[config.mk]
export PLATFORM = sky130hd
export DESIGN_NAME = div_share_ctrl
export DESIGN_NICKNAME = d
export VERILOG_FILES = /design/src/rtl/div_share_ctrl_pkg.sv /design/src/rtl/div_share_ctrl_rr_arbiter.sv /design/src/rtl/div_share_ctrl.sv
export SDC_FILE = /design/constraint.sdc
export NUM_CORES = 1
export LEC_CHECK = 0
export ABC_CLOCK_PERIOD_IN_PS = 4000
export CAP_MARGIN = 40
export CORE_AREA = 3 3 160 162
export DETAILED_ROUTE_END_ITERATION = 8
export DIE_AREA = 0 0 163 165
export DONT_BUFFER_PORTS = 1
export SYNTH_ARGS = -nofsm -noshare
export SYNTH_HDL_FRONTEND = slang
export SYNTH_SLANG_ARGS = --single-unit
[constraint.sdc]
create_clock -name clk -period 4 [get_ports clk]
set_input_delay 1.2 -clock clk [delete_from_list [all_inputs] [get_ports clk]]
set_output_delay 1.2 -clock clk [all_outputs]
set_load 0.005 [all_outputs]
[src/rtl/div_share_ctrl_pkg.sv]
// div_ctrl_pkg: states, data-format constants and flag positions for the shared divider controller
package div_ctrl_pkg;
  typedef enum logic [1:0] {IDLE, BUSY, RESP} state_t;
  localparam int SIGN_BIT = 15;
  localparam int MAG_W = 15;
  localparam int FRAC_BITS = 8;
  localparam logic [MAG_W-1:0] DBZ_MAG = 15'h7FFF;
  localparam int FLG_COUT = 0;
  localparam int FLG_ZERO = 1;
  localparam int FLG_NEG = 2;
  localparam int FLG_OVF = 3;
  localparam int FLG_DBZ = 4;
  localparam int FLG_W = 5;
endpackage

[src/rtl/div_share_ctrl_rr_arbiter.sv]
// rr_arbiter: round-robin pick of one requester, searching upward from ptr+1 with wrap
module rr_arbiter #(
  parameter int NREQ = 4,
  localparam int IW = $clog2(NREQ)
) (
  input  logic [NREQ-1:0] req,
  input  logic [IW-1:0]   ptr,
  output logic [NREQ-1:0] grant,
  output logic [IW-1:0]   idx
);
  logic [IW-1:0] j;
  // Scan farthest-first so the nearest requester after ptr wins last
  always_comb begin
    grant = '0;
    idx = '0;
    j = '0;
    for (int k = NREQ; k >= 1; k--) begin
      j = IW'((int'(ptr) + k) % NREQ);
      if (req[j]) begin
        grant = NREQ'(1) << j;
        idx = j;
      end
    end
  end
endmodule

[src/rtl/div_share_ctrl.sv]
// div_share_ctrl: shares one multicycle Q7.8 sign-magnitude divider among NREQ requesters
module div_share_ctrl
  import div_ctrl_pkg::*;
#(
  parameter int NREQ = 4,
  parameter int N = 32,
  parameter int DIV_CYCLES = 4
) (
  input  logic              clk,
  input  logic              rst_n,
  input  logic [NREQ-1:0]   req_valid,
  input  logic [NREQ*N-1:0] req_a,
  input  logic [NREQ*N-1:0] req_b,
  output logic [NREQ-1:0]   req_ready,
  output logic [NREQ-1:0]   rsp_valid,
  output logic [N-1:0]      rsp_data,
  output logic [4:0]        rsp_flags,
  input  logic [NREQ-1:0]   rsp_ack,
  output logic              busy,
  output logic [N-1:0]      div_a,
  output logic [N-1:0]      div_b,
  input  logic [N-1:0]      div_c,
  input  logic              div_cout,
  input  logic              div_zero,
  input  logic              div_overflow,
  input  logic              div_neg
);
  localparam int IW = $clog2(NREQ);
  localparam int CW = $clog2(DIV_CYCLES + 1);
  state_t state, state_n;
  logic [IW-1:0] rr_ptr, owner, win_idx;
  logic [NREQ-1:0] grant;
  logic [CW-1:0] cnt;
  logic [N-1:0] a_r, b_r, a_in, b_in, res_data;
  logic [FLG_W-1:0] res_flags;
  logic hs, b_zero, sgn;
  rr_arbiter #(.NREQ(NREQ)) u_arb (
    .req(req_valid),
    .ptr(rr_ptr),
    .grant(grant),
    .idx(win_idx)
  );
  assign a_in = req_a[int'(win_idx)*N +: N];
  assign b_in = req_b[int'(win_idx)*N +: N];
  assign hs = state == IDLE && |(req_valid & grant);
  assign b_zero = b_in[MAG_W-1:0] == '0;
  assign sgn = a_in[SIGN_BIT] ^ b_in[SIGN_BIT];
  assign req_ready = state == IDLE ? grant : '0;
  assign rsp_valid = state == RESP ? NREQ'(1) << owner : '0;
  assign rsp_data = state == RESP ? res_data : '0;
  assign rsp_flags = state == RESP ? res_flags : '0;
  assign busy = state != IDLE;
  assign div_a = state == BUSY ? a_r : '0;
  assign div_b = state == BUSY ? b_r : '0;
  always_comb begin
    state_n = state;
    if (hs) state_n = b_zero ? RESP : BUSY;
    if (state == BUSY && cnt == '0) state_n = RESP;
    if (state == RESP && rsp_ack[owner]) state_n = IDLE;
  end
  // The saturated divide-by-zero result is loaded on every accept; a real divide overwrites it at capture
  always_ff @(posedge clk) begin
    if (!rst_n) begin
      state <= IDLE;
      rr_ptr <= IW'(NREQ - 1);
      owner <= '0;
      cnt <= '0;
      a_r <= '0;
      b_r <= '0;
      res_data <= '0;
      res_flags <= '0;
    end else begin
      state <= state_n;
      if (hs) begin
        a_r <= a_in;
        b_r <= b_in;
        owner <= win_idx;
        rr_ptr <= win_idx;
        cnt <= CW'(DIV_CYCLES - 1);
        res_data <= N'({sgn, DBZ_MAG});
        res_flags <= {1'b1, 1'b1, sgn, a_in[MAG_W-1:0] == '0, 1'b0};
      end
      if (state == BUSY) begin
        cnt <= cnt - CW'(1);
        if (cnt == '0) begin
          res_data <= div_c;
          res_flags <= {1'b0, div_overflow, div_neg, div_zero, div_cout};
        end
      end
    end
  end
endmodule

==> results.cfg, run 1 <==
[clock_tree]
cts_resized = 0
cts_buffers = 9
path_clk_slew_ns = 0.07
cts_hold_buf = 0
tritoncts = done
cts_root_buf = clkbuf_16
cts_htree_levels = 3
clockBufferDepth = 2
post-cts-setup-buffers = 0
numClockSinks = 110
clk_latency_ns = 0.35

[timing]
setup_viol = 0
fmax_mhz = 267.6
slew_violations = 0
setup-tns-final_ns = 0
worstMarginPinSlew_ns = 0.7102
worst_slack_ns = 0.2624
hold_slack_ns = 0.4453
finalCritPeriodShare_pct = 93.44
clock_skew_ns = 0.01049
maxSlewHeadroom_pct = 52.60
min_period_ns = 3.738
hold_viol_final = 0
grt_setup_unrepaired = false

[drt]
ant_nets = 0
dr.pass1.iters = 5
vias = 7400
via_per_inst = 5.461
routedWlPerCell_um = 19.92
drc = 0
wl_um = 26990
drtIter0Drc = 610

[global_routing]
grt_max_degree = 113
grt_pass1_wl_um = 39500
grt_overflow = 0
antenna_found_initial = 0
grt_pass1_vias = 6646
track_usage_pct = 18.75

[logic_synthesis]
synth_ff_type = dfxtp_1
syn_avg_cell_area_um2 = 7.074
async_flop_share_pct = 0
synth_edf_count = 0
ys_seq_area_share_pct = 28.90
synth_cell_types = 52
ys_warn_count = 0
syn_area_um2 = 7619
syn_inst = 1077
synth-seq-cells = 110
synth_fp_nets = 1389

[run]
max_cap_viol_count = 0

[outcome]
outcome = finished clean

[power_and_ir_drop]
power_frac_seq_pct = 20.8
finalPower_mw = 8.689
vdd_drop_max_uv = 505.9
switching_share_pct = 51.98
power_leakage_nw = 3.311
clockPowerShare_pct = 10.0
pwr-share-comb_pct = 69.2
p_switching_mw = 4.516
cellPowerDensity_nw_per_um2 = 1063
power.internal_mw = 4.172

[floorplanning]
core-area_um2 = 24250
std_cell_rows = 57
die_area_um2 = 26900
io_pins = 412
die_height_um = 165
initial_utilization_pct = 31.42
die_width_um = 163

[final_layout]
post_route_cells_drive_above_1_share_pct = 6.402
nets = 1338
area_growth_pct = 7.308
final_area_um2 = 8175
antenna_cells = 0

[worst_setup_path]
crit_required_ns = 2.80
critPathLaunchType = input port
crit_type = input port to primary output
cp_max_fo = 10
crit_chain = mux4_1, a221o_1, a21oi_1
cp_slowest_cell = mux4_1
critPathCaptureType = primary output
slowest_delay_ns = 0.67
arrival_ns = 2.54
cp_num_buf_inv = 0
crit_family = multiplexers
reg2reg_slack_ns = 0.59

[placement]
pre_cts_slack_ns = 0.1402
hpwl_um = 20790
place_area_um2 = 7901
numPortBuffers = 0
gp_congestion = 0.8826

[hold_path]
hp-class = flip-flop to flip-flop
-- power groups by stage --
stage / clock [mW] / combinational, mW / sequential, mW
global placement: 0 / 5.93 / 1.81
global route: 0.955 / 6.71 / 1.86
floorplan: 0 / 4.64 / 1.76
CTS: 0.908 / 6.05 / 1.81
finish: 0.869 / 6.01 / 1.81
detailed placement: 0 / 6.04 / 1.83
-- per-stage QoR --
step,util (%),cells
final,33.72,1355
after global placement,32.47,1338
after global routing,33.72,1355
after floorplan,-,1077
after detailed placement,32.59,1339
after CTS,33.72,1355
-- layer usage --
metal  vias to the layer above  share of wire [%]  global-route usage, %
met5                         -                  0                      0
met4                         0                1.1                  3.614
met3                        19                9.5                  6.145
met2                       341                 48                  31.13
met1                      3486                 41                  23.98
li1                       3554                  -                      -
-- synthesized netlist by cell type, drive strengths merged (2+ instances only) --
cell type | n | area, um2
nand2 | 273 | 1025
nand3 | 146 | 730.7
dfxtp | 110 | 2202
and2 | 104 | 650.6
a21boi | 71 | 544.3
buf | 52 | 335.3
mux2i | 42 | 420.4
o21ai | 42 | 214.0
clkbuf | 38 | 143.9
a21oi | 37 | 192.7
nor2 | 32 | 138.9
inv | 21 | 78.82
nor2b | 13 | 81.33
and3 | 11 | 68.82
a311oi | 10 | 87.58
ha | 10 | 125.1
nor4 | 10 | 68.81
o211ai | 9 | 67.56
a22oi | 8 | 60.06
mux4 | 5 | 116.4
a221o | 4 | 40.04
nand4 | 4 | 25.02
nand3b | 3 | 22.52
nor3b | 3 | 22.52
a31oi | 2 | 12.51
mux2 | 2 | 22.52
o21a | 2 | 15.01
o22ai | 2 | 12.51
o311ai | 2 | 17.52
-- kinds of logic after synthesis --
logic type	Yosys count	share of synthesized area (%)
adder cells (fa/ha/maj)	10	1.642
XOR/XNOR	1	0.1150
multiplexers	49	7.341
AO/OA/AOI/OAI	192	17.00
buffers and inverters	111	7.324
AND/OR/NAND/NOR	604	37.67
flip-flops	110	28.90
-- sequential cells by signal, summed over array words and instances, names as in the netlist --
name	count
a_r	32
b_r	32
res_data	32
res_flags	5
cnt	3
owner	2
rr_ptr	2
state	2
-- placed cells by master, fill, tap and decap left out, types with 3 or more instances in the layout --
master	count
a21oi_1	35
buf_12	7
and2_1	104
mux2i_1	42
a311oi_1	10
buf_4	20
a22oi_1	8
o211ai_1	9
dfxtp_1	110
o21ai_0	40
a221o_1	4
a21boi_1	66
nor4_1	9
clkbuf_16	9
ha_1	10
nor2b_1	11
nor2_1	30
nand3b_1	3
nand4_1	4
mux4_2	4
inv_1	20
and3_1	11
nand2_1	271
nand3_1	146
a21boi_0	4
-- tightest hold or removal path: cells and delay by family, from the launching register on --
family,cells,cell delay (ns)
and+or+nand+nor,1,0.05
DFF,1,0.31
AOI/OAI and AO/OA,1,0.05
-- area by class of cell --
class / instances / area (um2)
Fill cell: 2666 / 16070
Timing Repair Buffer: 28 / 317.8
Multi-Input combinational cell: 856 / 4897
Inverter: 21 / 78.83
Clock inverter: 6 / 45.04
Tap cell: 324 / 405.4
Clock buffer: 10 / 229.0
Sequential cell: 110 / 2202
-- worst paths after layout --
check / depth (start not counted) / end / startpoint
max reg2reg: 12 / res_flags[1]$_SDFF_PN0_ / rr_ptr[0]$_SDFFE_PN1P_
max: 3 / req_ready[0] / req_valid[3]
min: 2 / b_r[27]$_SDFFE_PN0P_ / b_r[27]$_SDFFE_PN0P_
min reg2reg: 2 / b_r[27]$_SDFFE_PN0P_ / b_r[27]$_SDFFE_PN0P_
Note: power is estimated with default switching activity, not from simulation.
==> inputs of run 2 (changes only) <==
- CORE_AREA: 3 3 160 162 -> 2 2 159 161
- DIE_AREA: 0 0 163 165 -> 0 0 161 163
- PLACE_DENSITY: unset -> 0.52
==> results.cfg, run 2 (same netlist as run 1, synthesis figures left out) <==
[outcome]
outcome = finished clean

[drt]
wl_um = 29250
via_per_inst = 5.435
drtIter0Drc = 615
dr.pass1.iters = 5
routedWlPerCell_um = 21.37
ant_nets = 0
drc = 0
vias = 7441

[timing]
hold_viol_final = 0
grt_setup_unrepaired = false
worst_slack_ns = 0.3187
min_period_ns = 3.681
setup_viol = 0
clock_skew_ns = 0.01206
setup-tns-final_ns = 0
slew_violations = 0
maxSlewHeadroom_pct = 42.72
finalCritPeriodShare_pct = 92.03
fmax_mhz = 271.6
worstMarginPinSlew_ns = 0.8592
hold_slack_ns = 0.4483

[worst_setup_path]
slowest_delay_ns = 0.52
cp_num_buf_inv = 1
arrival_ns = 2.48
crit_family = multiplexers
crit_chain = mux4_1, buf_4, a221o_1, a22oi_1, nor2_1
cp_max_fo = 9
critPathLaunchType = input port
cp_slowest_cell = mux4_1
crit_type = input port to primary output
crit_required_ns = 2.80
critPathCaptureType = primary output

[power_and_ir_drop]
switching_share_pct = 52.62
p_switching_mw = 4.684
pwr-share-comb_pct = 69.1
power_frac_seq_pct = 20.4
power.internal_mw = 4.218
vdd_drop_max_uv = 541.4
cellPowerDensity_nw_per_um2 = 1082
power_leakage_nw = 3.339
clockPowerShare_pct = 10.5

[clock_tree]
cts_htree_levels = 3
cts_hold_buf = 0
cts_root_buf = clkbuf_16
post-cts-setup-buffers = 0
cts_resized = 0
cts_buffers = 9
numClockSinks = 110
clk_latency_ns = 0.36
path_clk_slew_ns = 0.08
clockBufferDepth = 2
tritoncts = done

[final_layout]
final_cell_mix = nand2_1 (271), nand3_1 (146), dfxtp_1 (110)
area_growth_pct = 7.998
nets = 1344
largestRegisters = a_r (32), b_r (32), res_data (32)
layout.cells.non_filler = 1369
fill_cells = 2728
layout_commonest_cell = nand2_1
post_route_cells_drive_above_1_share_pct = 7.040

[floorplanning]
die_area_um2 = 26240
std_cell_rows = 58
io_pins = 412
core-area_um2 = 24670
die_height_um = 163
initial_utilization_pct = 30.88
die_width_um = 161

[placement]
gp_congestion = 0.9307
hpwl_um = 22160
dpl.cell_count = 1351
pre_cts_slack_ns = 0.1232
numPortBuffers = 0

[hold_path]
hp-class = flip-flop to flip-flop

[global_routing]
grt_overflow = 0
track_usage_pct = 21.26
antenna_found_initial = 1
grt_pass1_wl_um = 42980
grt_pass1_vias = 6971
grt_max_degree = 113

[run]
max_cap_viol_count = 0
==> run 2: path summary, 6_finish.rpt <==
path                                             start                       to  slack [ns]  cells after the start
worst max register to register  rr_ptr[0]$_SDFFE_PN1P_  res_flags[1]$_SDFF_PN0_        0.57                     12
worst min-delay path              a_r[22]$_SDFFE_PN0P_     a_r[22]$_SDFFE_PN0P_        0.45                      2
worst min register to register    a_r[22]$_SDFFE_PN0P_     a_r[22]$_SDFFE_PN0P_        0.45                      2
worst max-delay path                      req_valid[3]             req_ready[3]        0.32                      5
==> run 2: metal layers <==
metal / global-route usage (%) / up-vias / routed length [um]
met5: 0 / - / 0
met3: 6.264 / 38 / 2445
met4: 6.859 / 0 / 681
met2: 35.08 / 335 / 13950
met1: 26.68 / 3505 / 12180
li1: - / 3563 / -
==> run 2: power groups by stage <==
stage / combinational [mW] / clock (mW) / sequential [mW]
final: 6.15 / 0.934 / 1.82
after global routing: 6.86 / 1.01 / 1.87
after CTS: 6.21 / 0.967 / 1.82
after detailed placement: 6.20 / 0 / 1.84
after global placement: 6.14 / 0 / 1.83
after floorplan: 4.64 / 0 / 1.76
==> run 2: area by class of cell <==
class / instances / area, um2 / area share (%)
Antenna cell: 2 / 5.005 / 0.06083
Sequential cell: 110 / 2202 / 26.76
Multi-Input combinational cell: 856 / 4897 / 59.52
Timing Repair Buffer: 34 / 330.3 / 4.015
Clock buffer: 10 / 239.0 / 2.904
Tap cell: 330 / 412.9 / 5.018
Inverter: 21 / 78.83 / 0.9580
Clock inverter: 6 / 62.56 / 0.7603
==> run 2: tightest hold or removal path, stage by stage, from the launching register on <==
cell and delay, ns:
dfxtp_1 0.31, nand2_1 0.05, a21boi_1 0.05
==> run 2: metrics by stage <==
| step | total power, mW | cell area, um2 | utilization, % |
|---|---|---|---|
| after CTS | 8.995 | 8223 | 33.33 |
| final | 8.903 | 8228 | 33.35 |
| after detailed placement | 8.036 | 7921 | 32.10 |
| after global routing | 9.737 | 8225 | 33.34 |
| after global placement | 7.969 | 7921 | 32.10 |
| after floorplan | 6.401 | 7619 | - |
